--- src/rtl/adc_meas_pkg.sv ---
// adc_meas_pkg
// Shared definitions for the ADC waveform measurement block:
//   - default sample width and zero-crossing reference / hysteresis levels
//   - crossing detector state encoding
//   - counter width helper used for the divider, gate and symbol counters
package adc_meas_pkg;

    localparam int DEF_DATA_W = 8;
    localparam int DEF_MID    = 128;
    localparam int DEF_HYST   = 8;

    typedef enum logic {
        ST_LOW  = 1'b0,
        ST_HIGH = 1'b1
    } cross_state_t;

    // Width needed to count 0..n-1; never narrower than one bit.
    function automatic int ctr_width(input int n);
        return (n > 1) ? $clog2(n) : 1;
    endfunction

endpackage

--- src/rtl/adc_pkpk_tracker.sv ---
// adc_pkpk_tracker
// Running max/min tracker over a window of ADC samples.
// Ports:
//   clk, rst_n   system clock, asynchronous active-low reset
//   sample       sample value, considered when strobe is high
//   strobe       sample qualifier
//   clear        start a new window; a sample strobed in the same cycle
//                becomes the first sample of the new window
//   sample_max   largest sample in the current window (0 when empty)
//   sample_min   smallest sample in the current window (all-ones when empty)
//   pkpk         sample_max - sample_min, 0 for an empty window
module adc_pkpk_tracker
    import adc_meas_pkg::*;
#(
    parameter int DATA_W = DEF_DATA_W
)(
    input  logic              clk,
    input  logic              rst_n,
    input  logic [DATA_W-1:0] sample,
    input  logic              strobe,
    input  logic              clear,
    output logic [DATA_W-1:0] sample_max,
    output logic [DATA_W-1:0] sample_min,
    output logic [DATA_W-1:0] pkpk
);

    always_ff @(posedge clk or negedge rst_n) begin
        if (!rst_n) begin
            sample_max <= '0;
            sample_min <= '1;
        end else if (clear) begin
            sample_max <= strobe ? sample : '0;
            sample_min <= strobe ? sample : '1;
        end else if (strobe) begin
            if (sample > sample_max) sample_max <= sample;
            if (sample < sample_min) sample_min <= sample;
        end
    end

    // An empty window has max < min; report zero instead of a wrapped value.
    assign pkpk = (sample_max >= sample_min) ? (sample_max - sample_min) : '0;

endmodule

--- src/rtl/adc_wave_meas.sv ---
// adc_wave_meas
// Capture side of the AD/DA loop: generates the ADC conversion clock,
// registers samples and measures the incoming waveform over a fixed gate:
// frequency as a count of rising hysteresis zero-crossings, amplitude as
// the peak-to-peak spread of the samples.
// Optional feature: define ASK_DEMOD_EN to add an ASK demodulator that
// decides one bit per SYM_CYCLES window from the window's peak-to-peak.
// Ports:
//   clk        system clock
//   rst_n      asynchronous active-low reset
//   adc_data   ADC parallel output, offset binary
//   adc_clk    ADC conversion clock, clk/(2*ADC_DIV)
//   freq_cnt   rising crossings counted in the last gate
//   vpp        max-min of the samples in the last gate
//   meas_valid one-cycle pulse when freq_cnt/vpp update
//   ask_bit    demodulated ASK bit (0 without ASK_DEMOD_EN)
//   ask_valid  one-cycle pulse per ASK symbol (0 without ASK_DEMOD_EN)
module adc_wave_meas
    import adc_meas_pkg::*;
#(
    parameter int DATA_W      = DEF_DATA_W,
    parameter int ADC_DIV     = 2,
    parameter int GATE_CYCLES = 50_000_000,
    parameter int CNT_W       = 24,
    parameter int MID         = DEF_MID,
    parameter int HYST        = DEF_HYST,
    parameter int SYM_CYCLES  = 5000,
    parameter int ASK_THR     = 64
)(
    input  logic              clk,
    input  logic              rst_n,
    input  logic [DATA_W-1:0] adc_data,
    output logic              adc_clk,
    output logic [CNT_W-1:0]  freq_cnt,
    output logic [DATA_W-1:0] vpp,
    output logic              meas_valid,
    output logic              ask_bit,
    output logic              ask_valid
);

    localparam int DIV_W  = ctr_width(ADC_DIV);
    localparam int GATE_W = ctr_width(GATE_CYCLES);

    localparam logic [DIV_W-1:0]  DIV_LAST  = DIV_W'(ADC_DIV - 1);
    localparam logic [GATE_W-1:0] GATE_LAST = GATE_W'(GATE_CYCLES - 1);
    localparam logic [DATA_W-1:0] HI_LVL    = DATA_W'(MID + HYST);
    localparam logic [DATA_W-1:0] LO_LVL    = DATA_W'(MID - HYST);

    logic [DIV_W-1:0]  div_cnt;
    logic              sample_stb;
    logic [DATA_W-1:0] sample_q;
    logic              sample_vld;
    cross_state_t      cross_state;
    logic              cross_inc;
    logic [CNT_W-1:0]  cross_cnt;
    logic [CNT_W-1:0]  cross_cnt_next;
    logic [GATE_W-1:0] gate_cnt;
    logic              gate_wrap;
    logic [DATA_W-1:0] gate_pkpk;
    logic [DATA_W-1:0] unused_gate_max;
    logic [DATA_W-1:0] unused_gate_min;

    // The ADC latches on the falling edge of adc_clk, so that is where we
    // capture its output too.
    assign sample_stb = (div_cnt == DIV_LAST) && adc_clk;

    always_ff @(posedge clk or negedge rst_n) begin
        if (!rst_n) begin
            div_cnt <= '0;
            adc_clk <= 1'b0;
        end else if (div_cnt == DIV_LAST) begin
            div_cnt <= '0;
            adc_clk <= ~adc_clk;
        end else begin
            div_cnt <= div_cnt + DIV_W'(1);
        end
    end

    always_ff @(posedge clk or negedge rst_n) begin
        if (!rst_n) begin
            sample_q   <= '0;
            sample_vld <= 1'b0;
        end else begin
            sample_vld <= sample_stb;
            if (sample_stb) sample_q <= adc_data;
        end
    end

    // Rising crossing: a LOW->HIGH transition; the count saturates.
    assign cross_inc      = sample_vld && (cross_state == ST_LOW) && (sample_q >= HI_LVL);
    assign cross_cnt_next = (cross_inc && (cross_cnt != '1)) ? (cross_cnt + CNT_W'(1)) : cross_cnt;

    // Hysteresis detector; its state carries across gate boundaries so a
    // waveform straddling the boundary is not double counted.
    always_ff @(posedge clk or negedge rst_n) begin
        if (!rst_n) begin
            cross_state <= ST_LOW;
        end else if (sample_vld) begin
            case (cross_state)
                ST_LOW:  if (sample_q >= HI_LVL) cross_state <= ST_HIGH;
                ST_HIGH: if (sample_q <= LO_LVL) cross_state <= ST_LOW;
                default: cross_state <= ST_LOW;
            endcase
        end
    end

    assign gate_wrap = (gate_cnt == GATE_LAST);

    // A crossing detected on the wrap cycle still belongs to the closing
    // gate, hence freq_cnt takes cross_cnt_next rather than cross_cnt.
    always_ff @(posedge clk or negedge rst_n) begin
        if (!rst_n) begin
            gate_cnt   <= '0;
            cross_cnt  <= '0;
            freq_cnt   <= '0;
            vpp        <= '0;
            meas_valid <= 1'b0;
        end else begin
            meas_valid <= gate_wrap;
            if (gate_wrap) begin
                gate_cnt  <= '0;
                cross_cnt <= '0;
                freq_cnt  <= cross_cnt_next;
                vpp       <= gate_pkpk;
            end else begin
                gate_cnt  <= gate_cnt + GATE_W'(1);
                cross_cnt <= cross_cnt_next;
            end
        end
    end

    // A sample landing on the wrap cycle opens the next gate's window.
    adc_pkpk_tracker #(.DATA_W(DATA_W)) u_gate_trk (
        .clk        (clk),
        .rst_n      (rst_n),
        .sample     (sample_q),
        .strobe     (sample_vld),
        .clear      (gate_wrap),
        .sample_max (unused_gate_max),
        .sample_min (unused_gate_min),
        .pkpk       (gate_pkpk)
    );

`ifdef ASK_DEMOD_EN
    localparam int SYM_W = ctr_width(SYM_CYCLES);
    localparam logic [SYM_W-1:0]  SYM_LAST = SYM_W'(SYM_CYCLES - 1);
    localparam logic [DATA_W-1:0] ASK_LVL  = DATA_W'(ASK_THR);

    logic [SYM_W-1:0]  sym_cnt;
    logic              sym_wrap;
    logic [DATA_W-1:0] sym_pkpk;
    logic [DATA_W-1:0] unused_sym_max;
    logic [DATA_W-1:0] unused_sym_min;

    assign sym_wrap = (sym_cnt == SYM_LAST);

    // Symbol windows free-run independently of the measurement gate.
    always_ff @(posedge clk or negedge rst_n) begin
        if (!rst_n) begin
            sym_cnt   <= '0;
            ask_bit   <= 1'b0;
            ask_valid <= 1'b0;
        end else begin
            ask_valid <= sym_wrap;
            if (sym_wrap) begin
                sym_cnt <= '0;
                ask_bit <= (sym_pkpk >= ASK_LVL);
            end else begin
                sym_cnt <= sym_cnt + SYM_W'(1);
            end
        end
    end

    adc_pkpk_tracker #(.DATA_W(DATA_W)) u_sym_trk (
        .clk        (clk),
        .rst_n      (rst_n),
        .sample     (sample_q),
        .strobe     (sample_vld),
        .clear      (sym_wrap),
        .sample_max (unused_sym_max),
        .sample_min (unused_sym_min),
        .pkpk       (sym_pkpk)
    );
`else
    logic unused_ask_cfg;
    assign unused_ask_cfg = ((SYM_CYCLES + ASK_THR) != 0);
    assign ask_bit   = 1'b0;
    assign ask_valid = 1'b0;
`endif

endmodule

--- config.mk ---
export PLATFORM = sky130hd
export DESIGN_NAME = adc_wave_meas
export DESIGN_NICKNAME = d
export VERILOG_FILES = /design/src/rtl/adc_meas_pkg.sv /design/src/rtl/adc_pkpk_tracker.sv /design/src/rtl/adc_wave_meas.sv
export SDC_FILE = /design/constraint.sdc
export NUM_CORES = 1
export LEC_CHECK = 0
export BUFFER_PORTS_ARGS = -buffer_cell sky130_fd_sc_hd__buf_2
export CELL_PAD_IN_SITES_DETAIL_PLACEMENT = 2
export CELL_PAD_IN_SITES_GLOBAL_PLACEMENT = 2
export CORE_ASPECT_RATIO = 0.8
export CORE_MARGIN = 3
export CORE_UTILIZATION = 41
export CTS_CLUSTER_DIAMETER = 50
export DETAILED_ROUTE_END_ITERATION = 6
export PLACE_DENSITY = 0.81
export SLEW_MARGIN = 20
export SYNTH_ARGS = -nofsm -noshare
export SYNTH_HDL_FRONTEND = slang
export SYNTH_HIERARCHICAL = 1
export SYNTH_SLANG_ARGS = --single-unit
export TNS_END_PERCENT = 1
--- constraint.sdc ---
create_clock -name clk -period 5.5 [get_ports clk]
set_input_delay 1.1 -clock clk [delete_from_list [all_inputs] [get_ports clk]]
set_output_delay 1.1 -clock clk [all_outputs]
set_load 0.03 [all_outputs]
==> Word level (Yosys, flattened, before mapping) <==
Cells that the tools add are included.
{ "op_classes": {"add_sub_neg": 4, "n_lt_le_gt_ge": 5, "eq_ne": 2, "mux": 16, "bitwise_logic": 2, "n_reduce_logical": 9} }
{ "op_table": {"columns": ["cell", "count"], "rows": [
  ["$mux W8", 9],
  ["$mux W24", 2],
  ["$add A26 B1 Y26 const B", 1],
  ["$eq A26 B26 Y1 const B", 1],
  ["$mux W26", 1],
  ["$add A24 B1 Y24 const B", 1],
  ["$ne A24 B24 Y1 const B", 1],
  ["$ge A8 B8 Y1", 1],
  ["$ge A8 B8 Y1 const B", 1],
  ["$gt A8 B8 Y1", 1],
  ["$le A8 B7 Y1 const B", 1],
  ["$lt A8 B8 Y1", 1],
  ["$sub A8 B8 Y8", 1],
  ["$reduce_bool A2 Y1", 3],
  ["$logic_and A1 B1 Y1", 4],
  ["$reduce_and A2 Y1", 2],
  ["$mux W1", 3],
  ["$not A1 Y1", 2],
  ["$pmux W1 S2", 1],
  ["$add A1 B1 Y1 const B", 1]
]} }
{ "word_totals": {"register_bits": 111, "inputBits": 10, "out_inout_bits": 36, "word_cells": 50} }

==> Longest topological paths before layout <==
Gate-level depths: netlist (run 1).
{ "depth": {"word_depth": 6, "mapped_depth": 12, "ltp_nobuf": 11} }

==> Hierarchy <==
The synthesis (run 1) kept the hierarchy.
{ "modules_own_cells": {"columns": ["module", "instances", "cells_per_inst", "area_per_inst_um2", "seq_area_each_um2"], "rows": [
  ["adc_wave_meas", 1, 423, 4265.3, 2377.3],
  ["adc_pkpk_tracker", 1, 158, 1410.1, 410.4]
]} }

==> Least setup slack after synthesis (run 1) <==
No wires, ideal clock.
{ "synth_timing": {"path_kind": "register -> register", "from": "register gate_cnt[7]", "to": "register u_gate_trk.sample_min[0]", "setup_ps": 84, "t_arrival_ps": 2548, "t_required_ps": 5416, "setup_slack_ps": 2868, "path_stages_with_launch": 11, "path_buffers": 3, "synth_period_minus_slack_ps": 2632, "cell_sequence": "dfrtp_1 or4b_4 or4_1 clkbuf_1 clkbuf_1 inv_1 clkbuf_1 a21oi_1 nor2_1 a41oi_4 a2bb2oi_1"} }
{ "synth_between": {"elab_chain_cells": 3, "elab_cells_between_ends": 5, "cone_classes": "1 x eq/ne; 1 x mux; 3 x reduce/logical"} }
{ "synth_lines": {"columns": ["element", "line", "source"], "rows": [
  ["start, declared", "adc_wave_meas.sv:57", "logic [GATE_W-1:0] gate_cnt;"],
  ["start signal, assigned", "adc_wave_meas.sv:126", "gate_cnt <= gate_cnt + GATE_W'(1);"],
  ["$eq A26 B26 Y1 *", "adc_wave_meas.sv:107", "assign gate_wrap = (gate_cnt == GATE_LAST);"],
  ["net gate_wrap", "adc_wave_meas.sv:58", "logic gate_wrap;"],
  ["$reduce_bool A2 Y1 (no source line)", null, null],
  ["$reduce_and A2 Y1 (no source line)", null, null],
  ["end signal, assigned", "adc_pkpk_tracker.sv:33", "sample_min <= strobe ? sample : '1;"],
  ["end signal, assigned", "adc_pkpk_tracker.sv:36", "if (sample < sample_min) sample_min <= sample;"],
  ["end, declared", "adc_pkpk_tracker.sv:23", "output logic [DATA_W-1:0] sample_min,"]
]} }
Mark *: on every way through the listed nets, which the timed path passes. The rest lies on a longest branch.
A chain may end at the register's enable or synchronous reset.

==> Final worst setup path (run 1) <==
{ "layout_timing": {"from": "register gate_cnt[0]", "to": "register u_gate_trk.sample_max[3]"} }
{ "layout_between": {"elab_chain_cells": 3, "elab_cells_between_ends": 5, "cone_classes": "1 x eq/ne; 1 x mux; 3 x reduce/logical"} }
{ "layout_lines": {"columns": ["element", "line", "source"], "rows": [
  ["$eq A26 B26 Y1 *", "adc_wave_meas.sv:107", null],
  ["net gate_wrap", "adc_wave_meas.sv:58", null],
  ["$reduce_bool A2 Y1 (no source line)", null, null],
  ["$reduce_and A2 Y1 (no source line)", null, null],
  ["end signal, assigned", "adc_pkpk_tracker.sv:32", "sample_max <= strobe ? sample : '0;"],
  ["end signal, assigned", "adc_pkpk_tracker.sv:35", "if (sample > sample_max) sample_max <= sample;"],
  ["end, declared", "adc_pkpk_tracker.sv:22", "output logic [DATA_W-1:0] sample_max,"]
]} }
Marked as above.

==> qor.csv, run 1 <==
stage,metric,value,unit
grt,Top Usage Layer GRT,met2,
final_layout,synthesis-to-layout area growth,12.0,%
cts,clock buffer depth,2,
worst_setup_path,CP top delay family,simple AND/OR/NAND/NOR gates,
floorplanning,die height,111,um
cts,CTS tree,done,
cts,H-tree depth,3,
drt,via-per-instance ratio,5.67,
floorplanning,IO Pins,46,
grt,met3 Track Usage GR,0.0336,
power_and_ir_drop,Peak VDD IR,0.000151,V
sta,RSZ-0062 raised after global routing,false,
cts,postcts setup bufs,0,
synth,sequential area share after synthesis,0.491,
synth,"EDFF count, synth",0,
floorplanning,Initial Util,0.430,
status,outcome,"finished, final reports clean",
grt,first-pass GRT wire length,26600,um
synth,cell taking the most area after synthesis,dfrtp_1,
synth,Synth Cell Area,5680,um2
floorplanning,Core Region,13200,um2
floorplanning,Die W,138,um
synth,Synth cell types,52,
sta,Finish-stage setup viols,0,
drt,Final ANT Viol Nets,0,
power_and_ir_drop,pwr dens,375,nW/um2
sta,Slew Limit Fails,0,
floorplanning,die area,15300,um2
sta,final hold vios,0,
grt,GR Util met2,0.362,
grt,initial antenna violation count,0,
worst_setup_path,startpoint types,flop,
grt,largest net degree at the start of global routing,78,
worst_setup_path,CP cell instances,ha_1 -> and4_1 -> nand4_1 -> or4_1 -> inv_1 -> and3b_1 -> a22o_1,
drt,DRC violations left,0,
grt,gr ovfl total,0,
drt,DR vias,4533,
final_layout,"commonest non-fill, non-tap cell in the layout",dfrtp_1,
synth,yosys warns,6,
synth,synthesized area per cell,9.77,um2
final_layout,nets@finish,656,
place,Port Buf Inserts,43,
final_layout,Non-Filler Instances,800,
final_layout,FILL cells,1442,
floorplanning,# rows,37,
worst_hold_path,Hold Path Class,flop to flop,
place,dpl hpwl,11600,um
synth,largest cells by area after synthesis,"dfrtp_1, ha_1, nand2_1, nor2_1, xnor2_1",
cts,clock slew at reported path FFs,0.08,ns
cts,Worst-Skew Late Latency,0.35,ns
synth,"flops & latches, synth",111,
power_and_ir_drop,leakage power total,3.05,nW
place,GP Congestion,0.820,
worst_setup_path,Worst Setup End Kind,flop,
grt,Global Route Usage Sum,0.218,
grt,vias in the first global route,5016,
drt,final wirelength,15800,um
sta,Worst Clk Skew,0.0109,ns
final_layout,cell area after layout,6360,um2
final_layout,Ant. Diodes,0,
synth,post-synth top area share,0.454,
sta,Slew @ Worst Pin,0.979,ns
synth,Post-Synthesis Cells,581,
final_layout,Register Area,2790,um2
place,Post-DP Area,6080,um2
worst_setup_path,worst-path fanout max,17,
sta,Fmax,326,MHz
sta,Worst slew margin,0.342,
worst_setup_path,Max stage delay on crit path,0.78,ns
sta,minimum clock period,3.07,ns
sta,part of the cycle the worst path needs,0.557,
worst_setup_path,Bufs and invs on worst path,1,
worst_setup_path,Critical Path AT,3.30,ns
worst_setup_path,slowest cell on the critical path,or4_1,
final_layout,"commonest cells after routing, fill and taps aside","dfrtp_1, nand2_1, nor2_1, buf_2, o21ai_0",
synth,fraction of registers with async set/reset,1.00,
drt,total iterations of the first detailed-routing run,6,
final_layout,share of layout cells above drive strength 1,0.141,
drt,per-cell routed wire length,19.7,um
final_layout,area of the multi-input gates,2700,um2
cts,cts repair resizes,0,
cts,root buffer cell,clkbuf_16,
cts,total CTS buffers,9,
cts,"Hold-fix buffers, CTS",0,
synth,Synth Flop Type,dfrtp_1,
job,max_cap viols,0,
drt,DRT iter0 DRCs,196,
worst_setup_path,Crit path required time,5.73,ns
grt,GRT met1 Usage,0.300,
place,cell count after placement,784,
cts,CTS sink count,111,
worst_setup_path,Crit Path Class,flop to flop,
sta,setup TNS,0,ns
kinds of logic after synthesis:
group | Yosys count | synth area share
AO/OA/AOI/OAI | 99 | 0.117
other | 1 | 0.000661
buffers and inverters | 50 | 0.0348
XOR/XNOR | 44 | 0.0679
multiplexers | 11 | 0.0212
flip-flops | 111 | 0.491
AND/OR/NAND/NOR | 239 | 0.209
adder cells (fa/ha/maj) | 26 | 0.0586
metrics by stage:
step	total power [mW]	hold WS [ns]	util	setup WS [ns]
floorplan	1.52	0.435	-	2.87
global placement	1.68	0.447	0.461	2.70
detailed placement	1.76	0.454	0.461	2.47
CTS	2.40	0.471	0.482	2.43
global route	2.55	0.487	0.482	2.19
finish	2.39	0.470	0.482	2.43
sequential cells by signal (all words and copies together), names as in the netlist:
register               cells
u_gate_trk/sample_min      8
freq_cnt                  24
vpp                        8
cross_cnt                 24
adc_clk                    1
u_gate_trk/sample_max      8
cross_state                1
sample_vld                 1
meas_valid                 1
sample_q                   8
div_cnt                    1
gate_cnt                  26
report_power, final:
part | leakage [nW] | switching (mW) | internal, mW
logic | 1.45 | 0.440 | 0.302
registers | 1.46 | 0.0929 | 0.914
clock network | 0.138 | 0.323 | 0.313
worst paths after layout:
| check | startpoint | end | slack [ns] | cells after the start |
|---|---|---|---|---|
| hold / removal | vpp[3] | vpp[3] | 0.47 | 2 |
| hold reg to reg | vpp[3] | vpp[3] | 0.47 | 2 |
| max in group asynchronous | rst_n | freq_cnt[11] | 3.52 | 2 |
| setup reg to reg | gate_cnt[0] | u_gate_trk/sample_max[3] | 2.43 | 7 |
| min in group asynchronous | rst_n | vpp[2] | 0.90 | 1 |
| setup / recovery | gate_cnt[0] | u_gate_trk/sample_max[3] | 2.43 | 7 |
metal layers:
layer | part of all wire | routed length [um]
met1 | 0.47 | 7460
met2 | 0.49 | 7790
met3 | 0.026 | 405
met4 | 0.0089 | 141
met5 | 0 | 0
synth_stat cells (2+ instances only):
library cell  number
clkbuf_1          19
a211oi_1           5
mux2_2             8
nand2_1           70
dfstp_2            8
a21o_1             6
mux2i_1            3
o211ai_1           6
ha_1              25
nor2b_1            2
buf_2              2
and2_1             6
a22o_1             8
and4_1            11
nor3_1             6
nand3_1           26
or3_1              5
xnor2_1           26
nand2b_1           4
o21ai_0           30
and3_1             7
nor4_1             4
dfrtp_1          103
buf_4              2
a21oi_1           23
inv_1             27
xor2_1            18
nor2_1            62
nand4_1           23
or4b_4             2
or4_1              5
a2bb2oi_1          8
a2111oi_0          2
tightest hold or removal path, cell delays in order (launching register included):
cell and delay (ns):
dfrtp_1 0.34, nand2_1 0.05, nand2_1 0.05
area by class of cell:
type / count / share of cell area
Sequential cell: 111 / 0.438
Multi-Input combinational cell: 421 / 0.425
Timing Repair Buffer: 50 / 0.0425
Clock buffer: 9 / 0.0354
Tap cell: 175 / 0.0344
Inverter: 27 / 0.0159
Clock inverter: 7 / 0.00866
Note: power is estimated with default switching activity, not from simulation.
==> run 2, diff against run 1 <==
CORE_UTILIZATION = 35   (was 41)
PLACE_DENSITY = 0.73   (was 0.81)
clock period = 2.8 ns   (was 5.5 ns; I/O delays follow)
==> run 2 against run 1 <==
Critical path depth grew 3. Register-to-register slack lost 2.3 ns. Critical path type unchanged. First-iteration DRC count shrank 20%. Largest cell class unchanged. Highest routed layer unchanged. Die area grew 16%. Fmax grew 17%. Global-route usage shrank 3.3 points. Sequential share of layout area shrank 1.1 points. Total power grew 100%. Clock skew shrank 0.0038 ns. Sequential power grew 93%. Worst hold slack lost 0.33 ns.
==> qor.csv, run 2 (synthesis results as in run 1) <==
stage,metric,value,unit
sta,final worst slack,0.178,ns
final_layout,max FFs per register,26,
floorplanning,Initial Util,0.367,
final_layout,nets@finish,662,
final_layout,"commonest cells after routing, fill and taps aside","dfrtp_1, nand2_1, nor2_1, buf_2, o21ai_0",
worst_hold_path,Hold Path Class,input port to asynchronous set/reset pin,
worst_setup_path,Crit Path Class,flop to flop,
drt,DRC violations left,0,
cts,"Hold-fix buffers, CTS",0,
worst_setup_path,Worst Setup End Kind,flop,
drt,DRT iter0 DRCs,156,
sta,Worst Clk Skew,0.00713,ns
grt,GR Util met2,0.315,
final_layout,"commonest non-fill, non-tap cell in the layout",dfrtp_1,
drt,per-cell routed wire length,18.6,um
floorplanning,Core Region,15500,um2
final_layout,cell area after layout,6530,um2
sta,Slew Limit Fails,0,
worst_setup_path,Critical Path AT,2.87,ns
sta,setup TNS,0,ns
sta,final hold vios,0,
job,max_cap viols,0,
cts,root buffer cell,clkbuf_16,
sta,RSZ-0062 raised after global routing,false,
floorplanning,IO Pins,46,
floorplanning,# rows,40,
power_and_ir_drop,Peak VDD IR,0.000301,V
power_and_ir_drop,pwr dens,744,nW/um2
cts,CTS tree,done,
floorplanning,die height,120,um
cts,total CTS buffers,9,
sta,Finish-stage setup viols,0,
floorplanning,Die W,148,um
worst_setup_path,startpoint types,flop,
cts,clock slew at reported path FFs,0.07,ns
grt,met3 Track Usage GR,0.0340,
grt,first-pass GRT wire length,26300,um
place,Port Buf Inserts,43,
drt,Final ANT Viol Nets,0,
drt,DR vias,4494,
sta,minimum clock period,2.62,ns
sta,part of the cycle the worst path needs,0.937,
power_and_ir_drop,total power,4.86,mW
place,dpl hpwl,11700,um
place,Post-DP Area,6180,um2
final_layout,share of layout cells above drive strength 1,0.151,
cts,Worst-Skew Late Latency,0.36,ns
place,Setup WS pre-CTS,0.197,ns
grt,Top Usage Layer GRT,met2,
grt,initial antenna violation count,0,
cts,clock buffer depth,2,
drt,total iterations of the first detailed-routing run,4,
sta,Worst slew margin,0.584,
cts,CTS sink count,111,
grt,Global Route Usage Sum,0.185,
grt,vias in the first global route,5018,
worst_setup_path,worst-path fanout max,7,
grt,GRT met1 Usage,0.246,
cts,H-tree depth,3,
grt,gr ovfl total,0,
final_layout,Top reg by flops,gate_cnt,
final_layout,Ant. Diodes,0,
sta,Fmax,381,MHz
sta,Slew @ Worst Pin,0.609,ns
worst_setup_path,Crit path required time,3.05,ns
drt,final wirelength,15600,um
final_layout,biggest regs,"gate_cnt: 26 flops, cross_cnt: 24 flops, freq_cnt: 24 flops",
place,GP Congestion,0.836,
drt,via-per-instance ratio,5.34,
floorplanning,die area,17800,um2
sta,hold_ws,0.139,ns
power_and_ir_drop,leakage power total,3.10,nW
grt,largest net degree at the start of global routing,82,
final_layout,synthesis-to-layout area growth,15.0,%
status,outcome,"finished, final reports clean",
run 2: changes by cell type in the layout (fill, tap and decap cells not counted), sizes merged:
cell | before | now
clkinvlp | 1 | 3
buf | 50 | 56
inv | 29 | 27
bufinv | 0 | 3
clkinv | 4 | 1
run 2: cell type report:
cell class | count | area (um2)
timing repair buffer | 56 | 328
fill | 1679 | 8940
sequential | 111 | 2790
multi-input combinational | 421 | 2700
clock inverter | 7 | 121
tap | 210 | 263
inverter | 27 | 101
clock buffer | 9 | 225
run 2: critical path, cell delays in order, from the launching register on:
cell and delay, ns:
dfstp_2 0.58, ha_1 0.18, inv_1 0.06, fa_1 0.40
a21o_1 0.22, a31oi_1 0.17, o221ai_1 0.17, o22ai_1 0.44
nor2_1 0.11, nand2_1 0.09, nand2_1 0.07
run 2: power breakdown:
group | internal (mW) | total [mW] | leakage, nW | switching [mW]
Combinational | 0.591 | 1.43 | 1.48 | 0.835
Sequential | 1.80 | 1.95 | 1.46 | 0.153
Clock | 0.876 | 1.48 | 0.158 | 0.608
Total | 3.26 | 4.86 | 3.10 | 1.60
run 2: metrics by stage:
| stage | utilization | cells |
|---|---|---|
| after floorplan | - | 582 |
| after global placement | 0.400 | 825 |
| after detailed placement | 0.400 | 825 |
| after CTS | 0.422 | 841 |
| after global routing | 0.422 | 841 |
| final | 0.422 | 841 |
run 2: final timing paths:
check                                           endpoint  depth (start not counted)  slack (ns)                      from
worst max-delay path                              vpp[6]                         10        0.18  u_gate_trk/sample_min[0]
worst min-delay path            u_gate_trk/sample_max[2]                          1        0.14                     rst_n
worst max register to register                    vpp[6]                         10        0.18  u_gate_trk/sample_min[0]
worst min register to register                    vpp[3]                          2        0.47                    vpp[3]
max in group asynchronous                   gate_cnt[20]                          2        1.86                     rst_n
min in group clk                             sample_q[2]                          2        0.43               adc_data[2]
run 2: timing repair:
| item | CTS | global route |
|---|---|---|
| gates resized for setup | 0 | 1 |
| buffers inserted | 0 | 0 |
| setup endpoints to repair | 0 | 13 |
run 2: layer usage:
layer,part of all wire,up-vias
met5,0,-
met4,0.0091,0
met3,0.022,11
met2,0.49,42
met1,0.48,2308
li1,-,2133
